File: config.mk
export PLATFORM = sky130hd
export DESIGN_NAME = round_seq
export DESIGN_NICKNAME = d
export VERILOG_FILES = /design/src/rtl/round_seq.sv
export SDC_FILE = /design/constraint.sdc
export NUM_CORES = 1
export LEC_CHECK = 0
export BUFFER_PORTS_ARGS = -buffer_cell sky130_fd_sc_hd__buf_2
export CAP_MARGIN = 30
export CORE_MARGIN = 1.5
export CORE_UTILIZATION = 44
export DETAILED_ROUTE_END_ITERATION = 8
export GPL_ROUTABILITY_DRIVEN = 0
export PLACE_DENSITY_LB_ADDON = 0.1
export SYNTH_ARGS = -nofsm -noshare
export SYNTH_HDL_FRONTEND = slang
export SYNTH_SLANG_ARGS = --single-unit
File: constraint.sdc
create_clock -name CLK -period 1.64 [get_ports CLK]
set_clock_uncertainty 0.2 [all_clocks]
set_input_delay 0.164 -clock CLK [delete_from_list [all_inputs] [get_ports CLK]]
set_output_delay 0.164 -clock CLK [all_outputs]
set_load 0.05 [all_outputs]
File: src/rtl/round_seq.sv
// Two-player quiz round sequencer: ready handshake, question issue, verdict and HP bookkeeping, one cycle per phase.
// No backpressure: ANSWER waits for a result (or, with ROUND_TIMER_EN defined, a countdown timeout that yields a draw).
module round_seq #(
   parameter int TICK_DIV   = 50000000,
   parameter int TIME_LIMIT = 20,
   parameter int HP_INIT    = 7,
   parameter int NUM_Q      = 16
) (
   input  logic       CLK,
   input  logic       RST,
   input  logic       READY_1P,
   input  logic       READY_2P,
   input  logic [1:0] RESULT_1P,
   input  logic [1:0] RESULT_2P,
   output logic [3:0] NUM,
   output logic       NUM_VALID,
   output logic [2:0] STATE,
   output logic [1:0] JUDG,
   output logic       JUDG_VALID,
   output logic [2:0] HP_1P,
   output logic [2:0] HP_2P,
   output logic [4:0] SEC_LEFT,
   output logic       GAME_OVER
);
   typedef enum logic [2:0] {
      IDLE   = 3'd0,
      ISSUE  = 3'd1,
      ANSWER = 3'd2,
      JUDGE  = 3'd3,
      OVER   = 3'd4
   } state_t;

   state_t     state, state_nxt;
   logic       sync_1, sync_2;
   logic       rdy_1p_lat;
   logic       issue_go;
   logic       timeout;
   logic       ok_1p, bad_1p, ok_2p, bad_2p;
   logic [1:0] verdict;

   assign ok_1p    = (RESULT_1P == 2'b01);
   assign bad_1p   = (RESULT_1P == 2'b10);
   assign ok_2p    = (RESULT_2P == 2'b01);
   assign bad_2p   = (RESULT_2P == 2'b10);
   assign issue_go = (state == IDLE) && rdy_1p_lat && sync_2;

   // A correct answer outranks a wrong one; matching events on both sides are a draw.
   always_comb begin
      verdict = 2'b00;
      if (ok_1p && ok_2p)        verdict = 2'b11;
      else if (ok_1p)            verdict = 2'b01;
      else if (ok_2p)            verdict = 2'b10;
      else if (bad_1p && bad_2p) verdict = 2'b11;
      else if (bad_1p)           verdict = 2'b10;
      else if (bad_2p)           verdict = 2'b01;
      else if (timeout)          verdict = 2'b11;
   end

   always_comb begin
      state_nxt = state;
      case (state)
         IDLE:    if (issue_go) state_nxt = ISSUE;
         ISSUE:   state_nxt = ANSWER;
         ANSWER:  if (verdict != 2'b00) state_nxt = JUDGE;
         JUDGE:   state_nxt = (HP_1P == 3'd0 || HP_2P == 3'd0) ? OVER : IDLE;
         OVER:    state_nxt = OVER;
         default: state_nxt = IDLE;
      endcase
   end

   // NUM/JUDG/HP are registered on entry to ISSUE/JUDGE so they line up with the valid pulses.
   always_ff @(posedge CLK) begin
      if (RST) begin
         state      <= IDLE;
         sync_1     <= 1'b0;
         sync_2     <= 1'b0;
         rdy_1p_lat <= 1'b0;
         NUM        <= 4'd0;
         NUM_VALID  <= 1'b0;
         JUDG       <= 2'b00;
         JUDG_VALID <= 1'b0;
         HP_1P      <= 3'(HP_INIT);
         HP_2P      <= 3'(HP_INIT);
      end else begin
         state      <= state_nxt;
         sync_1     <= READY_2P;
         sync_2     <= sync_1;
         NUM_VALID  <= 1'b0;
         JUDG_VALID <= 1'b0;
         if (issue_go) begin
            rdy_1p_lat <= 1'b0;
            NUM        <= (NUM == 4'(NUM_Q - 1)) ? 4'd0 : NUM + 4'd1;
            NUM_VALID  <= 1'b1;
         end else if (state == IDLE && READY_1P) begin
            rdy_1p_lat <= 1'b1;
         end
         if (state == ANSWER && state_nxt == JUDGE) begin
            JUDG       <= verdict;
            JUDG_VALID <= 1'b1;
            if (verdict == 2'b01 && HP_2P != 3'd0) HP_2P <= HP_2P - 3'd1;
            if (verdict == 2'b10 && HP_1P != 3'd0) HP_1P <= HP_1P - 3'd1;
         end
      end
   end

`ifdef ROUND_TIMER_EN
   localparam int TW = (TICK_DIV > 1) ? $clog2(TICK_DIV) : 1;
   logic [TW-1:0] tick;

   always_ff @(posedge CLK) begin
      if (RST) begin
         tick     <= '0;
         SEC_LEFT <= 5'd0;
      end else if (issue_go) begin
         tick     <= '0;
         SEC_LEFT <= 5'(TIME_LIMIT);
      end else if (state == ANSWER) begin
         if (tick == TW'(TICK_DIV - 1)) begin
            tick <= '0;
            if (SEC_LEFT != 5'd0) SEC_LEFT <= SEC_LEFT - 5'd1;
         end else begin
            tick <= tick + TW'(1);
         end
      end
   end

   assign timeout = (SEC_LEFT == 5'd0);
`else
   logic unused_cfg;
   assign unused_cfg = (TICK_DIV > 0) ^ (TIME_LIMIT > 0);
   assign SEC_LEFT   = 5'd0;
   assign timeout    = 1'b0;
`endif

   assign STATE     = state;
   assign GAME_OVER = (state == OVER);
endmodule

==> results.md, run 1 <==
- Maxcap violations: 0
- WP data required: 1650 ps
- RSZ-0062 raised after global routing: true
- Via count of the first global-routing pass: around 730
- Worst setup EP type: flip-flop
- Mapped Avg Cell Area: between 8 and 9 um^2
- Final WL: approximately 1.9 mm
- Register share of total power: ~51%
- P_int: ~720 uW
- Max rail drop VDD: between 0.5 and 0.6 mV
- Crit path largest cell delay: approximately 420 ps
- Final hold viol count: 0
- Hold slack final: between 5 and 6 ps
- Critical path buffers and inverters: 0
- Share of layout cells above drive strength 1: between 40% and 50%
- Hold crit path type: input pin to flip-flop
- Final worst path period share: approximately 100%
- Filler Cell Count: 165
- Final setup violation count: 0
- Largest net degree at the start of global routing: 16
- Hpwl dp: about 1.4 mm
- CTS Buf Count: 3
- ANT nets after route: 0
- Ys Warns: 0
- Clock power frac: about 36%
- Cell count after placement: around 160
- First-pass GRT wire length: between 3 and 4 mm
- P&R area growth vs syn: 40.0%
- Clk buf depth: 2
- # port buffers: 25
- Area taken by flip-flops and latches: 429 um^2
- Fin util: around 66%
- Mapped Cells: between 100 and 150
- WL per Instance: 11.2 um
- Slowest CP cell: dfxtp_4
- Initial drt markers: 13
- Starting Density: 47.5%
- Slew Limit Fails: 0
- P_leak: about 0.00062 uW
- CP max FO: 7
- Avg Vias per Cell: between 4 and 5
- Arrival @ worst endpoint: 1620 ps
- Clk sink count: 20
- Tot GR Track Use: 16.9%
- CP delay by family, top: simple AND/OR/NAND/NOR gates
- Crit path time final: around 1600 ps
- Most frequent cells in the layout: 24 x buf_2, 12 x nor2_1, 10 x nor2b_1
- Initial antenna violation count: 0
- FP Rows: 16
- Switching pwr: approximately 260 uW
- Netlist cell types: 26
- Area of the multi-input gates: 566 um^2
- Gr ovfl total: 0
- Switch share: about a quarter
- Mapped Area: between 900 and 1000 um^2
- Clk root buf: clkbuf_4
- Final #Nets: about 160
- Status: completed
- Crit path launch type: flip-flop
- Clk_lat worst skew: about 310 ps
- DR DRC count: 0
- Largest cells by area after synthesis: dfxtp_1 43%, ha_1 6.6%, nor2b_1 6.6%, mux2i_1 6.4%, a21oi_1 4.8%
- Clock Pin Slew Worst Setup and Hold Paths: ~120 ps
- Number of diodes: 0
- Combinational share of power: 12.9%
- Dominant cell type by area after synthesis: dfxtp_1
- Drt first pass iters: 4
- Via count: approximately 840
- I/O pins: 31
- Core area: ~2000 um^2
- Most common cell after layout, fill and taps aside: buf_2
- DIE AREA: 2420 um^2
- Register bit count reported by yosys: 20
- H-tree depth: 1
- Cell Count, Final, Fillers Out: between 150 and 200
- Crit Path Class: flip-flop to flip-flop
- Die span in x: just under 50 um
- Max Clk Rate: 618 MHz
- Post-synthesis sequential area ratio: a little over two fifths
- Yosys top cell area share: 42.6%
- CTS tree: yes
- Die span in y: slightly below 50 um
- Ordered cell list for the critical path: nor3b_4, o21ai_2, or3_4, mux2i_1
- Power Density: 740 nW/um^2
[routing by layer]
layer | vias up | share of wire [%] | global-route usage, %
met2 | 29 | 46 | 28.2
met5 | - | 0 | 0
met1 | 387 | 48 | 19.7
met4 | 0 | 0.63 | 5.71
met3 | 2 | 5.9 | 6.44
li1 | 424 | - | -
[cells by family (layout without fill, tap and decap cells)]
kind of cell / count (synthesis) / count (layout) / share of synthesized area [%]
fa+ha+maj: 5 / 5 / 6.65
other cells: 1 / 5 / 0.399
xor+xnor: 1 / 1 / 0.931
compound gates: 15 / 15 / 8.78
flops: 20 / 20 / 42.6
mux: 6 / 6 / 6.38
simple gates: 46 / 46 / 25.8
buf+inv: 16 / 46 / 8.51
[state kept, by name, summed over array words and instances, names as in the netlist]
register / flops
NUM_VALID: 1
JUDG_VALID: 1
NUM: 4
JUDG: 2
HP_1P: 3
rdy_1p_lat: 1
HP_2P: 3
sync_2: 1
STATE: 3
sync_1: 1
[worst register-to-register path: stages, from the launching register on]
cell and delay [ps]:
dfxtp_4 420, nor3b_4 270, o21ai_2 110, or3_4 370
mux2i_1 130
[metrics by stage]
stage	power [uW]	setup TNS, ps	setup WS, ps	area [um^2]
5_1_grt	1020	-177	-39.4	1320
3_5_place_dp	623	0	0.736	1190
4_1_cts	979	0	3.64	1260
2_1_floorplan	603	-317	-62.0	1040
6_report	975	0	23.0	1320
3_3_place_gp	622	0	19.7	1190
[synth_stat cells]
library cell  count
ha_1              5
nor3_1            5
nand3_1           1
clkbuf_1          3
nor2b_1          10
or2_2             1
mux2i_1           6
nor2_1           12
a21oi_1           9
xnor2_1           1
buf_2             1
conb_1            1
nand2_1           7
inv_1             7
or3_1             4
or2_1             1
a31oi_1           1
nor3b_2           1
o21ai_0           1
buf_4             5
a211oi_1          1
dfxtp_1          20
and3_1            1
o21ai_1           2
nor3b_1           3
a41oi_1           1
[cell type report]
type | count | share of cell area [%]
Inverter | 7 | 1.99
Sequential cell | 20 | 32.6
Clock buffer | 4 | 3.61
Timing Repair Buffer | 35 | 16.3
Multi-Input combinational cell | 78 | 42.9
Tap cell | 27 | 2.56
[power by group through the flow]
stage	combinational, uW	sequential, uW	clock (uW)
2_1_floorplan	72.1	531	0
3_3_place_gp	112	510	0
3_5_place_dp	112	511	0
4_1_cts	117	500	363
5_1_grt	135	501	387
6_report	126	499	350
[path summary, 6_finish.rpt]
kind	startpoint	endpoint	slack, ps	cells past startpoint
setup / recovery	STATE[1]	HP_1P[2]	20	4
hold / removal	RST	sync_1	5	2
setup reg to reg	STATE[1]	HP_1P[2]	20	4
hold reg to reg	sync_1	sync_2	250	1
[repair_timing]
action / in CTS / in global routing
hold buffers: 2 / 0
setup buffers: 0 / 3
resized for setup: 2 / 8
setup endpoints to repair: 4 / 9
endpoints found under the hold margin: 2 / 0
pin swaps: 0 / 2
Note: power is estimated with default switching activity, not from simulation.
==> run 2: changes to the inputs <==
CORE_ASPECT_RATIO = 1.4   (was not set)
==> results.md, run 2 (synthesis gave the netlist of run 1 again) <==
- Max Clk Rate: 627 MHz (+1.3%)
- Most common cell after layout, fill and taps aside: buf_2
- Clk buf depth: 2 (unchanged)
- P_int: 629 uW (-12%)
- Die span in y: 57.7 um (+17%)
- Initial drt markers: 4 (-9)
- Number of diodes: 0 (unchanged)
- Final worst setup slack: 44.5 ps (+21.5 ps)
- Status: completed
- Ordered cell list for the critical path: buf_4, nor3b_4, buf_6
- Clk root buf: clkbuf_4
- CP max FO: 4 (-3)
- Reg-to-reg slack, setup: 100 ps (+80 ps)
- Die span in x: 42.1 um (-15%)
- RSZ-0062 raised after global routing: false
- Final hold viol count: 0 (unchanged)
- DR DRC count: 0 (unchanged)
- Critical path buffers and inverters: 2 (+2)
- Share of layout cells above drive strength 1: 41.8% (-2.7 points)
- Avg Vias per Cell: 4.95 (+0.45%)
- Largest Register: NUM
- Switching pwr: 235 uW (-9.0%)
- H-tree depth: 1 (unchanged)
- Most frequent cells in the layout: 24 x buf_2, 12 x nor2_1, 10 x nor2b_1
- Core area: 2000 um^2 (+0.76%)
- Combinational share of power: 14.9% (+2.0 points)
- Max reg flops: 4 (unchanged)
- P_leak: 0.000611 uW (-0.83%)
- Via count: 826 (-1.9%)
- Fin util: 64.8% (-1.6 points)
- Setup Slack @ Placement: 23.9 ps (+23.2 ps)
- Initial antenna violation count: 0 (unchanged)
- Slew Limit Fails: 0 (unchanged)
- DIE AREA: 2430 um^2 (+0.17%)
- Via count of the first global-routing pass: 805 (+9.7%)
- Hold crit path type: input pin to flip-flop
- Maxcap violations: 0 (unchanged)
- Tot GR Track Use: 16.8% (-0.086 points)
- # port buffers: 25 (unchanged)
- Final worst path period share: 97.3% (-1.3 points)
- Register share of total power: 57.6% (+6.4 points)
- First-pass GRT wire length: 3.18 mm (+1.3%)
- Drt first pass iters: 3 (-1)
- Crit path time final: 1600 ps (-21.5 ps)
- WP data required: 1280 ps (-370 ps)
- Clock Pin Slew Worst Setup and Hold Paths: 110 ps (about the same)
- Crit Path Class: flip-flop to output port
- Largest net degree at the start of global routing: 15 (-1)
- Slowest CP cell: dfxtp_2
- CP delay by family, top: flip-flops
- Crit path launch type: flip-flop
- DP Area: 1200 um^2 (+1.3%)
- Power Density: 668 nW/um^2 (-9.8%)
- FP Rows: 19 (+3)
- P&R area growth vs syn: 37.6%
- Clk_lat worst skew: 300 ps (about the same)
- Max rail drop VDD: 0.579 mV (-2.7%)
- Final Instance Area: 1290 um^2 (-1.7%)
- Switch share: 27.2% (+0.70 points)
- Clock power frac: 27.5% (-8.4 points)
- Worst setup EP type: output port
- Crit path largest cell delay: 370 ps (-50 ps)
- Final setup violation count: 0 (unchanged)
- WL per Instance: 10.8 um (-3.5%)
- CTS tree: yes
- CTS Buf Count: 3 (unchanged)
- Gr ovfl total: 0 (unchanged)
- ANT nets after route: 0 (unchanged)
- Final #Nets: 160 (+1.3%)
- Arrival @ worst endpoint: 1230 ps (-390 ps)
- Hpwl dp: 1.43 mm (+4.6%)
- Starting Density: 47.1% (-0.36 points)
- I/O pins: 31 (unchanged)
- Clk sink count: 20 (unchanged)
- Final WL: 1.81 mm (-5.7%)
-- run 2: cell count changes in the layout (fill, tap and decap cells not counted) --
cell,delta
o21ai_2,-2
buf_6,-1
buf_4,+1
dfxtp_4,-1
clkbuf_16,-1
o21ai_1,+2
dfxtp_2,+1
dlygate4sd3_1,+2
clkbuf_1,+1
-- run 2: metrics by stage --
stage	instances	setup TNS, ps	total power, uW	hold WS, ps
4_1_cts	167	0	875	164
2_1_floorplan	114	-317	603	35.6
6_report	167	0	865	183
3_3_place_gp	159	0	626	170
3_5_place_dp	159	0	628	182
5_1_grt	167	0	911	193
-- run 2: worst min-delay path, cell delays in order --
cell     delay (ps)
buf_2            90
nor2b_1          50
o21ai_1         170
buf_4           130
a21oi_1          50
-- run 2: power groups by stage --
stage	sequential, uW	clock, uW	combinational (uW)
floorplan	531	0	72.1
global placement	508	0	118
detailed placement	508	0	119
global route	500	271	140
CTS	497	251	127
finish	498	238	129
-- run 2: layout make-up --
cell class,count,area [um^2]
inverters,7,26.3
repair buffers,37,231
fillers,194,702
well taps,21,26.3
multi-input cells,78,558
flip-flops and latches,20,427
clock buffers,4,26.3
-- run 2: repair_timing --
| action | CTS | global route |
|---|---|---|
| setup buffers | 0 | 0 |
| resized for setup | 1 | 5 |
| endpoints found under the hold margin | 5 | 0 |
| pin swaps | 0 | 1 |
| setup endpoints to repair | 1 | 8 |
| hold buffers | 4 | 0 |
-- run 2: worst paths after layout --
kind,cells past startpoint,from,endpoint
setup reg to reg,5,HP_1P[0],HP_1P[2]
setup / recovery,3,STATE[0],GAME_OVER
hold / removal,5,RESULT_1P[1],JUDG[0]
hold reg to reg,1,sync_1,sync_2
-- run 2: metal layers --
layer	vias up	track usage, %	wire [um]
li1	432	-	-
met1	372	18.5	717
met2	18	31.7	996
met3	4	1.87	67
met4	0	8.04	27
met5	-	0	0
==> run 3: changes to the inputs <==
clock period = 1.4 ns   (was 1.64 ns; I/O delays follow)
==> results.md, run 3 (synthesis gave the netlist of run 1 again) <==
- Final WL: 2.26 mm (+25%)
- First-pass GRT wire length: 3.35 mm (+5.2%)
- Max reg flops: 4 (unchanged)
- Gr ovfl total: 0 (unchanged)
- # port buffers: 25 (unchanged)
- Slew Limit Fails: 0 (unchanged)
- Tot GR Track Use: 18.4% (+1.6 points)
- Crit path time final: 1560 ps
- Setup tns final: -1310 ps (-1310 ps)
- Max Clk Rate: about 640 MHz
- Filler Cell Count: 156 (-20%)
- Most common cell after layout, fill and taps aside: buf_4
- Core area: 2000 um^2 (unchanged)
- Die span in y: 57.7 um (unchanged)
- CP max FO: 5 (+1)
- Most frequent cells in the layout: 20 x buf_4, 18 x buf_2, 11 x nor2_1
- Critical path buffers and inverters: 2 (unchanged)
- Power Density: 741 nW/um^2 (+11%)
- Largest Register: NUM
- Clk_lat worst skew: 310 ps (about the same)
- Register share of total power: 52.9% (-4.7 points)
- Clock Pin Slew Worst Setup and Hold Paths: 110 ps (about the same)
- P&R area growth vs syn: 57.8%
- P_int: 795 uW (+26%)
- Die span in x: 42.1 um (unchanged)
- Worst setup EP type: output port
- Clk sink count: 20 (unchanged)
- Switch share: 27.8% (+0.57 points)
- Starting Density: 47.1% (unchanged)
- Critical path's most frequent cell: buf_6
- Cell count after placement: 166 (+4.4%)
- Initial antenna violation count: 0 (unchanged)
- WL per Instance: 12.6 um (+16%)
- Initial drt markers: 23 (+19)
- Hold crit path type: input pin to flip-flop
- Avg Vias per Cell: 5.07 (+2.4%)
- Cell Count, Final, Fillers Out: 180 (+7.8%)
- Share of layout cells above drive strength 1: 54.7% (+13 points)
- Hpwl dp: 1.47 mm (+3.4%)
- ANT nets after route: 0 (unchanged)
- Clk buf depth: 2 (unchanged)
- CTS tree: yes
- RSZ-0062 raised after global routing: true
- I/O pins: 31 (unchanged)
- Final worst setup slack: -159 ps (-204 ps)
- Ordered cell list for the critical path: buf_6, nor3b_4, buf_6
- R2r startpoint: HP_1P[0]
- Crit path largest cell delay: 400 ps (+30 ps)
- Drt first pass iters: 4 (+1)
- Total power: 1100 uW (+27%)
- H-tree depth: 1 (unchanged)
- Final setup violation count: 13 (+13)
- WP data required: 1060 ps (-220 ps)
- Final worst path period share: 111%
- Crit path launch type: flip-flop
- FP Rows: 19 (unchanged)
- P_leak: 0.000694 uW (+14%)
- DIE AREA: 2430 um^2 (unchanged)
- Crit Path Class: flip-flop to output port
- CP delay by family, top: flip-flops
- Switching pwr: 305 uW (+30%)
- Violated checks: setup timing
- Status: finished, violations left
- HP Start: RESULT_1P[1]
- Area taken by flip-flops and latches: 433 um^2 (+1.5%)
- Fin util: 74.4% (+9.5 points)
- Crit path from: STATE[2]
- Combinational share of power: 15.8% (+0.9 points)
- Clk root buf: clkbuf_4
- Slowest CP cell: dfxtp_4
- Via count of the first global-routing pass: 883 (+9.7%)
- Arrival @ worst endpoint: 1220 ps (about the same)
- Area of the multi-input gates: 604 um^2 (+8.3%)
- Max rail drop VDD: 0.577 mV (-0.29%)
- Maxcap violations: 0 (unchanged)
- DR DRC count: 0 (unchanged)
- CTS Buf Count: 3 (unchanged)
- Largest net degree at the start of global routing: 19 (+4)
- Final hold viol count: 0 (unchanged)
- Number of diodes: 0 (unchanged)
- Final #Nets: 173 (+8.1%)
- Via count: 912 (+10%)
- Clock power frac: 31.3% (+3.8 points)
[run 3: cell types whose count changed in the layout (fill, tap and decap cells not counted), moves of 2 or more]
| cell | before | now |
|---|---|---|
| clkbuf_4 | 3 | 7 |
| buf_4 | 8 | 20 |
| o21ai_2 | 0 | 2 |
| buf_2 | 24 | 18 |
| o21ai_1 | 2 | 0 |
| dfxtp_4 | 5 | 7 |
| buf_6 | 1 | 5 |
[run 3: cell type report]
class,count,area share (%)
multi-input combinational,78,40.7
sequential,20,29.1
timing repair buffer,50,24.0
clock buffer,4,2.44
inverter,7,1.94
tap,21,1.77
[run 3: final timing paths]
check         endpoint  depth (start not counted)  slack (ps)
min reg2reg    JUDG[0]                          2         270
max          GAME_OVER                          3        -160
max reg2reg   HP_1P[2]                          5        -130
min            JUDG[0]                          5         130
[run 3: worst min-delay path, stage by stage]
cell and delay (ps):
buf_2 90, nor2b_1 60, o21ai_2 140, buf_4 120, a21oi_1 50
[run 3: metal layers]
layer  GRT usage [%]  wire [um]  share of wire (%)  vias to the layer above
met5               0          0                  0                        -
met4            13.4         64                2.8                        0
met1            15.1        840                 37                      429
li1                -          -                  -                      456
met3            3.12         83                3.7                        7
met2            37.3       1270                 56                       20
[run 3: per-stage QoR]
stage | cell area, um^2 | hold slack [ps] | worst slack (ps)
after floorplan | 1050 | 11.6 | -302
after global routing | 1490 | 129 | -220
after CTS | 1430 | 130 | -140
after global placement | 1260 | 148 | -214
final | 1490 | 128 | -159
after detailed placement | 1260 | 195 | -229
[run 3: timing repair]
item	CTS	global route
endpoints found under the hold margin	6	0
setup endpoints to repair	13	19
resized for setup	18	13
setup buffers	5	3
pin swaps	6	4
hold buffers	3	0
[run 3: power groups by stage]
stage / Clock [uW] / Combinational [uW] / Sequential (uW)
after floorplan: 0 / 84.5 / 620
after global placement: 0 / 143 / 593
after detailed placement: 0 / 145 / 594
after CTS: 348 / 168 / 581
after global routing: 378 / 183 / 584
final: 344 / 174 / 582
